==> src/rtl/rv_core_pkg.sv <==
// Shared core definitions: the canonical nop encoding, the default boot address
// and the fetch-stage state encoding.
package rv_core_pkg;
    localparam logic [31:0] NOP_INSTR        = 32'h0000_0013;
    localparam logic [31:0] RESET_PC_DEFAULT = 32'h0000_0000;

    typedef enum logic [1:0] {IDLE, REQ, HOLD, DROP} fetch_state_t;
endpackage

==> src/rtl/fetch_stage.sv <==
// Instruction-fetch stage: owns the PC, talks to instruction memory over req/ack,
// and keeps one fetched instruction (plus one pending word) ready for IF/ID.
module fetch_stage #(
    parameter logic [31:0] RESET_PC  = rv_core_pkg::RESET_PC_DEFAULT,
    parameter logic [31:0] NOP_INSTR = rv_core_pkg::NOP_INSTR
) (
    input  logic        clk,
    input  logic        rst,
    input  logic        stall,
    input  logic        redirect,
    input  logic [31:0] redirect_pc,
    output logic        imem_req,
    output logic [31:0] imem_addr,
    input  logic        imem_ack,
    input  logic [31:0] imem_rdata,
    output logic [31:0] PC_out,
    output logic [31:0] PC_4_out,
    output logic [31:0] instr_out,
    output logic        nop_out
);
    import rv_core_pkg::*;

    fetch_state_t state, state_n;
    logic [31:0]  pc_q, pc_n;
    logic         req_n;
    logic [31:0]  addr_n;
    logic [31:0]  pend_pc, pend_instr;

    logic consume, buf_free;
    logic buf_clear, buf_load_mem, buf_load_pend, pend_load;

    assign consume  = !nop_out && !stall;
    assign buf_free = nop_out || consume;

    always_ff @(posedge clk) begin
        if (rst) state <= IDLE;
        else     state <= state_n;
    end

    // Redirect overrides everything; otherwise ack/stall decide where the word lands.
    always_comb begin
        state_n       = state;
        pc_n          = pc_q;
        req_n         = imem_req;
        addr_n        = imem_addr;
        buf_clear     = consume;
        buf_load_mem  = 1'b0;
        buf_load_pend = 1'b0;
        pend_load     = 1'b0;
        if (redirect) begin
            buf_clear = 1'b1;
            pc_n      = redirect_pc;
            case (state)
                REQ: begin
                    if (imem_ack) begin
                        req_n  = 1'b1;
                        addr_n = redirect_pc;
                    end else begin
                        state_n = DROP;
                    end
                end
                DROP: ;
                default: begin
                    state_n = REQ;
                    req_n   = 1'b1;
                    addr_n  = redirect_pc;
                end
            endcase
        end else begin
            case (state)
                IDLE: begin
                    state_n = REQ;
                    req_n   = 1'b1;
                    addr_n  = pc_q;
                end
                REQ: begin
                    if (imem_ack && buf_free) begin
                        buf_load_mem = 1'b1;
                        pc_n         = pc_q + 32'd4;
                        addr_n       = imem_addr + 32'd4;
                    end else if (imem_ack) begin
                        // Buffer full and stalled: park the word so the bus is released.
                        pend_load = 1'b1;
                        pc_n      = pc_q + 32'd4;
                        req_n     = 1'b0;
                        state_n   = HOLD;
                    end
                end
                HOLD: begin
                    if (consume) begin
                        buf_load_pend = 1'b1;
                        state_n       = REQ;
                        req_n         = 1'b1;
                        addr_n        = pc_q;
                    end
                end
                DROP: begin
                    if (imem_ack) begin
                        state_n = REQ;
                        addr_n  = pc_q;
                    end
                end
            endcase
        end
    end

    always_ff @(posedge clk) begin
        if (rst) begin
            pc_q       <= RESET_PC;
            imem_req   <= 1'b0;
            imem_addr  <= 32'd0;
            pend_pc    <= 32'd0;
            pend_instr <= 32'd0;
            PC_out     <= 32'd0;
            PC_4_out   <= 32'd0;
            instr_out  <= NOP_INSTR;
            nop_out    <= 1'b1;
        end else begin
            pc_q      <= pc_n;
            imem_req  <= req_n;
            imem_addr <= addr_n;
            if (pend_load) begin
                pend_pc    <= imem_addr;
                pend_instr <= imem_rdata;
            end
            if (buf_load_mem) begin
                PC_out    <= imem_addr;
                PC_4_out  <= imem_addr + 32'd4;
                instr_out <= imem_rdata;
                nop_out   <= 1'b0;
            end else if (buf_load_pend) begin
                PC_out    <= pend_pc;
                PC_4_out  <= pend_pc + 32'd4;
                instr_out <= pend_instr;
                nop_out   <= 1'b0;
            end else if (buf_clear) begin
                PC_out    <= 32'd0;
                PC_4_out  <= 32'd0;
                instr_out <= NOP_INSTR;
                nop_out   <= 1'b1;
            end
        end
    end
endmodule

==> config.mk <==
export PLATFORM = sky130hd
export DESIGN_NAME = fetch_stage
export DESIGN_NICKNAME = d
export VERILOG_FILES = /design/src/rtl/rv_core_pkg.sv /design/src/rtl/fetch_stage.sv
export SDC_FILE = /design/constraint.sdc
export NUM_CORES = 1
export LEC_CHECK = 0
export CORE_AREA = 5 5 147 149
export DETAILED_ROUTE_END_ITERATION = 16
export DIE_AREA = 0 0 152 154
export PLACE_DENSITY = 0.89
export SLEW_MARGIN = 20
export SYNTH_ARGS = -nofsm -noshare
export SYNTH_HDL_FRONTEND = slang
export SYNTH_SLANG_ARGS = --single-unit
==> constraint.sdc <==
create_clock -name clk -period 3.4 [get_ports clk]
set_clock_uncertainty 0.15 [all_clocks]
set_input_delay 0.34 -clock clk [delete_from_list [all_inputs] [get_ports clk]]
set_output_delay 0.34 -clock clk [all_outputs]
set_load 0.01 [all_outputs]
==> out/qor.csv, run 1 <==
stage;metric;value;unit
drt;number of DRC markers in iteration 0;1939;
clocking;total setup buffers inserted after CTS;0;
yosys;total number of yosys warnings;0;
sta;final count of hold timing violations;0;
yosys;post-synthesis share of cell area spent on and, or, nand and nor gates;27.2;%
floorplanning;placeable core area;20000;µm²
clocking;Clock Pin Slew Worst Setup and Hold Paths;0.06;ns
drt;Detailed Routing Iterations Pass 1;7;
final_layout;share of post-route cells with drive strength above 1;4.81;%
drt;Final ANT Viol Nets;0;
sta;fin crit period;3.00;ns
sta;setup repair after global routing missed its margin;false;
floorplanning;effective utilization at floorplan;55.9;%
yosys;EDFF count, synth;0;
yosys;sequential share of the synthesized area;40.4;%
floorplanning;die span in x;152;µm
worst_setup_path;max incr delay on CP;0.86;ns
clocking;number of hold buffers added after CTS;0;
global_route;wire length of the first global-routing pass;57.7;mm
yosys;fraction of synthesis flops using an asynchronous set or reset pin;0;%
clocking;maximum buffer depth of the clock tree;3;
clocking;clock insertion delay at the later pin of the skew report;0.52;ns
clocking;post-cts sizing count;0;
final_layout;antenna cell count;0;
sta;final count of pins violating max slew;0;
power;total power divided by cell area;435;nW/µm²
yosys;post-synthesis compound-gate area fraction;21.9;%
placement;Final GP Congestion;0.947;
drt;total number of vias;11934;
sta;final setup violating endpoints;0;
worst_setup_path;Critical Path Slowest Stage Cell;sky130_fd_sc_hd__or4_1;
yosys;Synth area leaders;sky130_fd_sc_hd__dfxtp_1 40%, sky130_fd_sc_hd__nand2_1 11%, sky130_fd_sc_hd__a21oi_1 5.7%;
yosys;prevailing post-synth register cell;sky130_fd_sc_hd__dfxtp_1;
run;Max-Cap Viols;0;
yosys;Synth Area in XOR/XNOR;3.75;%
global_route;Overall Global Routing Usage;29.0;%
worst_setup_path;maximum fanout along the worst path;17;
yosys;share of the synthesized area in the top cell type;40.4;%
yosys;instance count of the mapped netlist;1502;
yosys;multiplexer fraction of the synthesized cell area;0.536;%
clocking;cell at the root of the clock tree;sky130_fd_sc_hd__clkbuf_16;
sta;max frequency;333;MHz
placement;count of input and output buffers;198;
final_layout;P&R area growth vs syn;25.1;%
worst_setup_path;path type of the worst setup path;reg -> reg;
power;reported leakage power;4.42;nW
floorplanning;Core Rows;52;
worst_setup_path;required time at the worst-slack endpoint;3.64;ns
final_layout;total number of nets in the final design;1680;
worst_setup_path;worst path arrival time;3.24;ns
sta;setup TNS;0;ns
power;worst vdd ir;348;µV
worst_setup_path;critical path, cell by cell;ha_1 > nand2_1 > or4_1 > nor4_1 > mux2i_1 > a31oi_1;
floorplanning;Total Die Area;23400;µm²
final_layout;leading cell type in the layout, fill and taps excluded;sky130_fd_sc_hd__nand2_1;
sta;final period utilization;88.3;%
yosys;fraction of the mapped netlist area in adder cells;0.335;%
drt;DRC violations left;0;
final_layout;most frequent cells in the layout;323 x sky130_fd_sc_hd__nand2_1, 226 x sky130_fd_sc_hd__dfxtp_1, 196 x sky130_fd_sc_hd__clkdlybuf4s50_1, 126 x sky130_fd_sc_hd__a21oi_1, 92 x sky130_fd_sc_hd__nand3_1;
floorplanning;height of the die;154;µm
min_path;hold wc startpoint;rst;
min_path;Hold Crit Class;in -> reg;
sta;actual slew at the worst max-slew pin;0.845;ns
yosys;synthesized area per cell;7.45;µm²
yosys;most area-hungry cell type in the Yosys netlist;sky130_fd_sc_hd__dfxtp_1;
global_route;vias in the first global route;10695;
placement;dpl hpwl;24.0;mm
floorplanning;total I/O pin count;199;
drt;wire length per cell;19.2;µm
global_route;initial antenna violation count;0;
status;outcome;finished clean;
drt;drt total wl;36.3;mm
yosys;Distinct cells, synth;61;
clocking;H-tree Lvls;1;
worst_setup_path;Critical Path Source Type;register;
placement;dpl cell area;13200;µm²
worst_setup_path;top cell family by delay on the critical path;simple AND/OR/NAND/NOR gates;
yosys;Post-Synthesis Cell Area;11200;µm²
sta;worst max-slew margin expressed relative to the limit;43.6;%
clocking;total clock sinks;226;
clocking;number of buffers inserted during clock tree synthesis;25;
final_layout;final non-filler cell area;14000;µm²
worst_setup_path;startpoint of the most critical register-to-register path;imem_addr[3];
global_route;pin count of the biggest net entering global routing;104;
yosys;dominant combinational cell family by area after synthesis;simple AND/OR/NAND/NOR gates;
clocking;TritonCTS clock tree;yes;
drt;post-detailed-route via-to-cell ratio;6.30;
yosys;total nets after synthesis;1574;
worst_setup_path;buffering stage count on the worst path with inverters included;0;
worst_setup_path;worst setup path startpoint;imem_addr[3];
worst_setup_path;endpoint class of the critical path;register;
yosys;register bit count reported by yosys;226;
global_route;residual overflow from global routing;0;
-- through the flow --
step | worst slack, ns | std cells | hold slack, ns | power [mW] | utilization (%)
after detailed placement | 0.567 | 1851 | 0.293 | 3.55 | 66.1
after global routing | 0.277 | 1893 | 0.253 | 6.29 | 69.9
after CTS | 0.433 | 1893 | 0.204 | 6.09 | 69.9
after global placement | 0.667 | 1851 | 0.287 | 3.53 | 66.1
after floorplan | 0.947 | 1502 | 0.286 | 3.22 | -
final | 0.398 | 1893 | 0.208 | 6.10 | 69.9
-- cell type report --
class                           count  area (µm²)
Clock buffer                       38         724
Clock inverter                      4        48.8
Fill cell                        1573        6030
Inverter                           18        67.6
Multi-Input combinational cell   1108        6030
Sequential cell                   226        4520
Tap cell                          270         338
Timing Repair Buffer              229        2270
-- synth_stat cells (12+ instances only) --
cell type                  instances
sky130_fd_sc_hd__buf_1            16
sky130_fd_sc_hd__a21oi_1         127
sky130_fd_sc_hd__a31oi_1          68
sky130_fd_sc_hd__buf_2            18
sky130_fd_sc_hd__nand2_1         323
sky130_fd_sc_hd__or3_1            17
sky130_fd_sc_hd__nor4_1           42
sky130_fd_sc_hd__and4_1           12
sky130_fd_sc_hd__xor2_1           14
sky130_fd_sc_hd__dfxtp_1         226
sky130_fd_sc_hd__inv_1            18
sky130_fd_sc_hd__nand4_1          14
sky130_fd_sc_hd__nand3_1          93
sky130_fd_sc_hd__xnor2_1          34
sky130_fd_sc_hd__nor3_1           29
sky130_fd_sc_hd__a211oi_1         24
sky130_fd_sc_hd__o21ai_0          85
sky130_fd_sc_hd__nor2_1           68
sky130_fd_sc_hd__clkbuf_1        113
-- routing by layer --
metal	track usage, %	up-vias	routed length (µm)
met3	5.51	70	4250
met5	0	-	0
met4	8.09	0	998
li1	-	5555	-
met1	41.3	5545	14700
met2	45.3	764	16300
-- state kept, by name (all words and copies together) (netlist names), 2 cells and up --
register    cells
PC_4_out       30
PC_out         32
imem_addr      32
instr_out      32
pc_q           32
pend_instr     32
pend_pc        32
state           2
-- report_power, final --
part,switching [mW],internal [mW]
logic,0.367,0.295
clock network,1.05,1.53
registers,0.123,2.73
-- path summary, 6_finish.rpt --
path	endpoint	slack, ns	cells after the start
worst max-delay path	PC_4_out[30]	0.40	6
worst min-delay path	PC_out[31]	0.21	2
worst min register to register	PC_4_out[9]	0.30	2
worst max register to register	PC_4_out[30]	0.40	6
-- kinds of logic (layout without fill, tap and decap cells) --
logic type      count (synthesis)  in the layout
compound gates                397            397
xor+xnor                       48             48
fa+ha+maj                       3              3
buf+inv                       168            289
flops                         226            226
mux                             6              6
simple gates                  654            654
(Power assumes the default switching activity.)
==> inputs of run 2 (changes only) <==
Settings changed: CORE_AREA 5 5 147 149 to 5 5 134 136, DIE_AREA 0 0 152 154 to 0 0 139 141, DONT_BUFFER_PORTS from default to 1.
==> out/qor.csv, run 2 (synthesized netlist as in run 1, its figures left out) <==
stage;metric;value;unit;change
floorplanning;placeable core area;16800;µm²;was 20000 µm²
drt;Final ANT Viol Nets;0;;unchanged
global_route;wire length of the first global-routing pass;57.7;mm;about the same
drt;number of DRC markers in iteration 0;1787;;was 1939
sta;actual slew at the worst max-slew pin;0.970;ns;was 0.845 ns
sta;final setup violating endpoints;0;;unchanged
sta;worst max-slew margin expressed relative to the limit;34.9;%;was 43.6%
drt;drt total wl;36.4;mm;was 36.3 mm
min_path;worst hold stages;4;;was 2
drt;DRC violations left;0;;unchanged
worst_setup_path;Critical Path Source Type;register;;unchanged
worst_setup_path;endpoint class of the critical path;register;;unchanged
final_layout;antenna cell count;0;;unchanged
sta;setup TNS;0;ns;unchanged
clocking;clock insertion delay at the later pin of the skew report;0.52;ns;about the same
final_layout;register area;4520;µm²;unchanged
drt;wire length per cell;20.6;µm;was 19.2 µm
floorplanning;Total Die Area;19600;µm²;was 23400 µm²
sta;post-route setup slack;0.207;ns;was 0.398 ns
power;total power divided by cell area;462;nW/µm²;was 435 nW/µm²
final_layout;number of inserted filler cells in the final layout;1114;;was 1573
clocking;H-tree Lvls;1;;unchanged
sta;final count of hold timing violations;0;;unchanged
worst_setup_path;Register-to-Register Path Depth;7;;was 6
power;worst vdd ir;331;µV;was 348 µV
min_path;end point of the most critical hold path;imem_addr[12];;was PC_out[31]
min_path;hold wc startpoint;redirect_pc[12];;was rst
clocking;number of buffers inserted during clock tree synthesis;24;;was 25
final_layout;leading cell type in the layout, fill and taps excluded;sky130_fd_sc_hd__nand2_1;;unchanged
final_layout;Post-Route Utilization;77.9;%;was 69.9%
floorplanning;height of the die;141;µm;was 154 µm
final_layout;most frequent cells in the layout;323 x sky130_fd_sc_hd__nand2_1, 226 x sky130_fd_sc_hd__dfxtp_1, 126 x sky130_fd_sc_hd__a21oi_1, 111 x sky130_fd_sc_hd__dlygate4sd3_1, 92 x sky130_fd_sc_hd__nand3_1;;was 323 x sky130_fd_sc_hd__nand2_1, 226 x sky130_fd_sc_hd__dfxtp_1, 196 x sky130_fd_sc_hd__clkdlybuf4s50_1, 126 x sky130_fd_sc_hd__a21oi_1, 92 x sky130_fd_sc_hd__nand3_1
clocking;cell at the root of the clock tree;sky130_fd_sc_hd__clkbuf_16;;unchanged
sta;max frequency;313;MHz;was 333 MHz
worst_setup_path;worst reg-to-reg setup slack;0.21;ns;was 0.40 ns
clocking;TritonCTS clock tree;yes;;unchanged
global_route;pin count of the biggest net entering global routing;169;;was 104
worst_setup_path;capture instance of the worst register-to-register path;PC_4_out[21];;was PC_4_out[30]
run;Max-Cap Viols;0;;unchanged
sta;setup repair after global routing missed its margin;false;;unchanged
status;outcome;finished clean;;unchanged
global_route;initial antenna violation count;0;;unchanged
placement;Final GP Congestion;0.915;;was 0.947
worst_setup_path;startpoint of the most critical register-to-register path;imem_addr[5];;was imem_addr[3]
worst_setup_path;worst path arrival time;3.45;ns;was 3.24 ns
clocking;Clock Pin Slew Worst Setup and Hold Paths;0.06;ns;about the same
min_path;Hold Crit Class;in -> reg;;unchanged
worst_setup_path;maximum fanout along the worst path;15;;was 17
clocking;maximum buffer depth of the clock tree;3;;unchanged
final_layout;share of post-route cells with drive strength above 1;5.39;%;was 4.81%
floorplanning;total I/O pin count;199;;unchanged
clocking;total clock sinks;226;;unchanged
placement;count of input and output buffers;0;;was 198
placement;cell count after placement;1611;;was 1851
final_layout;count of placed standard cells in the final layout, fillers left out;1764;;was 1893
floorplanning;effective utilization at floorplan;66.6;%;was 55.9%
final_layout;area taken by multi-input logic gates;6040;µm²;was 6030 µm²
sta;final count of pins violating max slew;0;;unchanged
global_route;Overall Global Routing Usage;35.2;%;was 29.0%
global_route;vias in the first global route;11069;;was 10695
final_layout;P&R area growth vs syn;17.0;%;was 25.1%
drt;total number of vias;11931;;was 11934
final_layout;total number of nets in the final design;1596;;was 1680
placement;worst slack at placement;0.643;ns;was 0.567 ns
floorplanning;die span in x;139;µm;was 152 µm
drt;post-detailed-route via-to-cell ratio;6.76;;was 6.30
sta;final hold slack;0.0319;ns;was 0.208 ns
sta;fin crit period;3.19;ns;was 3.00 ns
sta;final period utilization;93.9;%;was 88.3%
power;reported leakage power;4.33;nW;was 4.42 nW
worst_setup_path;required time at the worst-slack endpoint;3.65;ns;was 3.64 ns
global_route;residual overflow from global routing;0;;unchanged
floorplanning;Core Rows;48;;was 52
drt;Detailed Routing Iterations Pass 1;9;;was 7
worst_setup_path;path type of the worst setup path;reg -> reg;;unchanged
placement;dpl hpwl;21.6;mm;was 24.0 mm
run 2: cell count changes in the layout (fill, tap and decap cells not counted), sizes merged:
cell | previous run | this run
clkinv | 3 | 4
clkdlybuf4s50 | 196 | 0
clkbuf | 38 | 35
dlygate4sd3 | 0 | 111
bufinv | 1 | 2
buf | 33 | 35
run 2: report_power, final:
group	leakage, nW	internal, mW	switching, mW	total (mW)
clock network	0.388	1.58	1.07	2.65
logic	2.10	0.225	0.325	0.550
registers	1.84	2.73	0.136	2.86
total	4.33	4.53	1.53	6.06
run 2: worst max-delay path by stage:
stage / start / to / slack, ns
global placement: imem_addr[5] / imem_addr[28] / 0.72
finish: imem_addr[5] / PC_4_out[21] / 0.21
detailed placement: imem_addr[5] / imem_addr[28] / 0.64
floorplan: imem_addr[2] / PC_4_out[30] / 0.95
global route: nop_out / imem_addr[22] / 0.05
CTS: imem_addr[5] / PC_4_out[18] / 0.22
run 2: final cells by class:
class,instances,share of cell area (%)
clock inverters,6,0.640
multi-input cells,1108,46.1
flip-flops and latches,226,34.5
repair buffers,146,10.7
clock buffers,35,5.37
inverters,18,0.516
well taps,225,2.15
run 2: layer usage:
layer | track usage (%) | vias to the layer above | part of all wire, %
li1 | - | 5396 | -
met2 | 53.7 | 903 | 44
met4 | 14.5 | 0 | 4.1
met1 | 47.4 | 5482 | 38
met5 | 0 | - | 0
met3 | 9.57 | 150 | 14
run 2: critical path, stage by stage (launching register included):
cell and delay (ns):
sky130_fd_sc_hd__dfxtp_1 0.61, sky130_fd_sc_hd__nand4_1 0.28, sky130_fd_sc_hd__or4_1 0.57, sky130_fd_sc_hd__buf_4 0.21, sky130_fd_sc_hd__o31a_1 0.25, sky130_fd_sc_hd__o21ai_0 0.28, sky130_fd_sc_hd__a31oi_1 0.15, sky130_fd_sc_hd__dlygate4sd3_1 0.58
run 2: what timing repair did:
| item | in CTS | in global routing |
|---|---|---|
| hold buffers | 112 | 0 |
| buffers inserted | 0 | 0 |
| endpoints found under the setup margin | 0 | 2 |
| hold endpoints to repair | 226 | 0 |
| resized for setup | 0 | 1 |
run 2: per-stage QoR:
step	cell area (µm²)	total power, mW
after floorplan	11200	3.22
after global placement	11200	3.30
after detailed placement	11200	3.31
after CTS	13100	6.02
after global routing	13100	6.24
final	13100	6.06
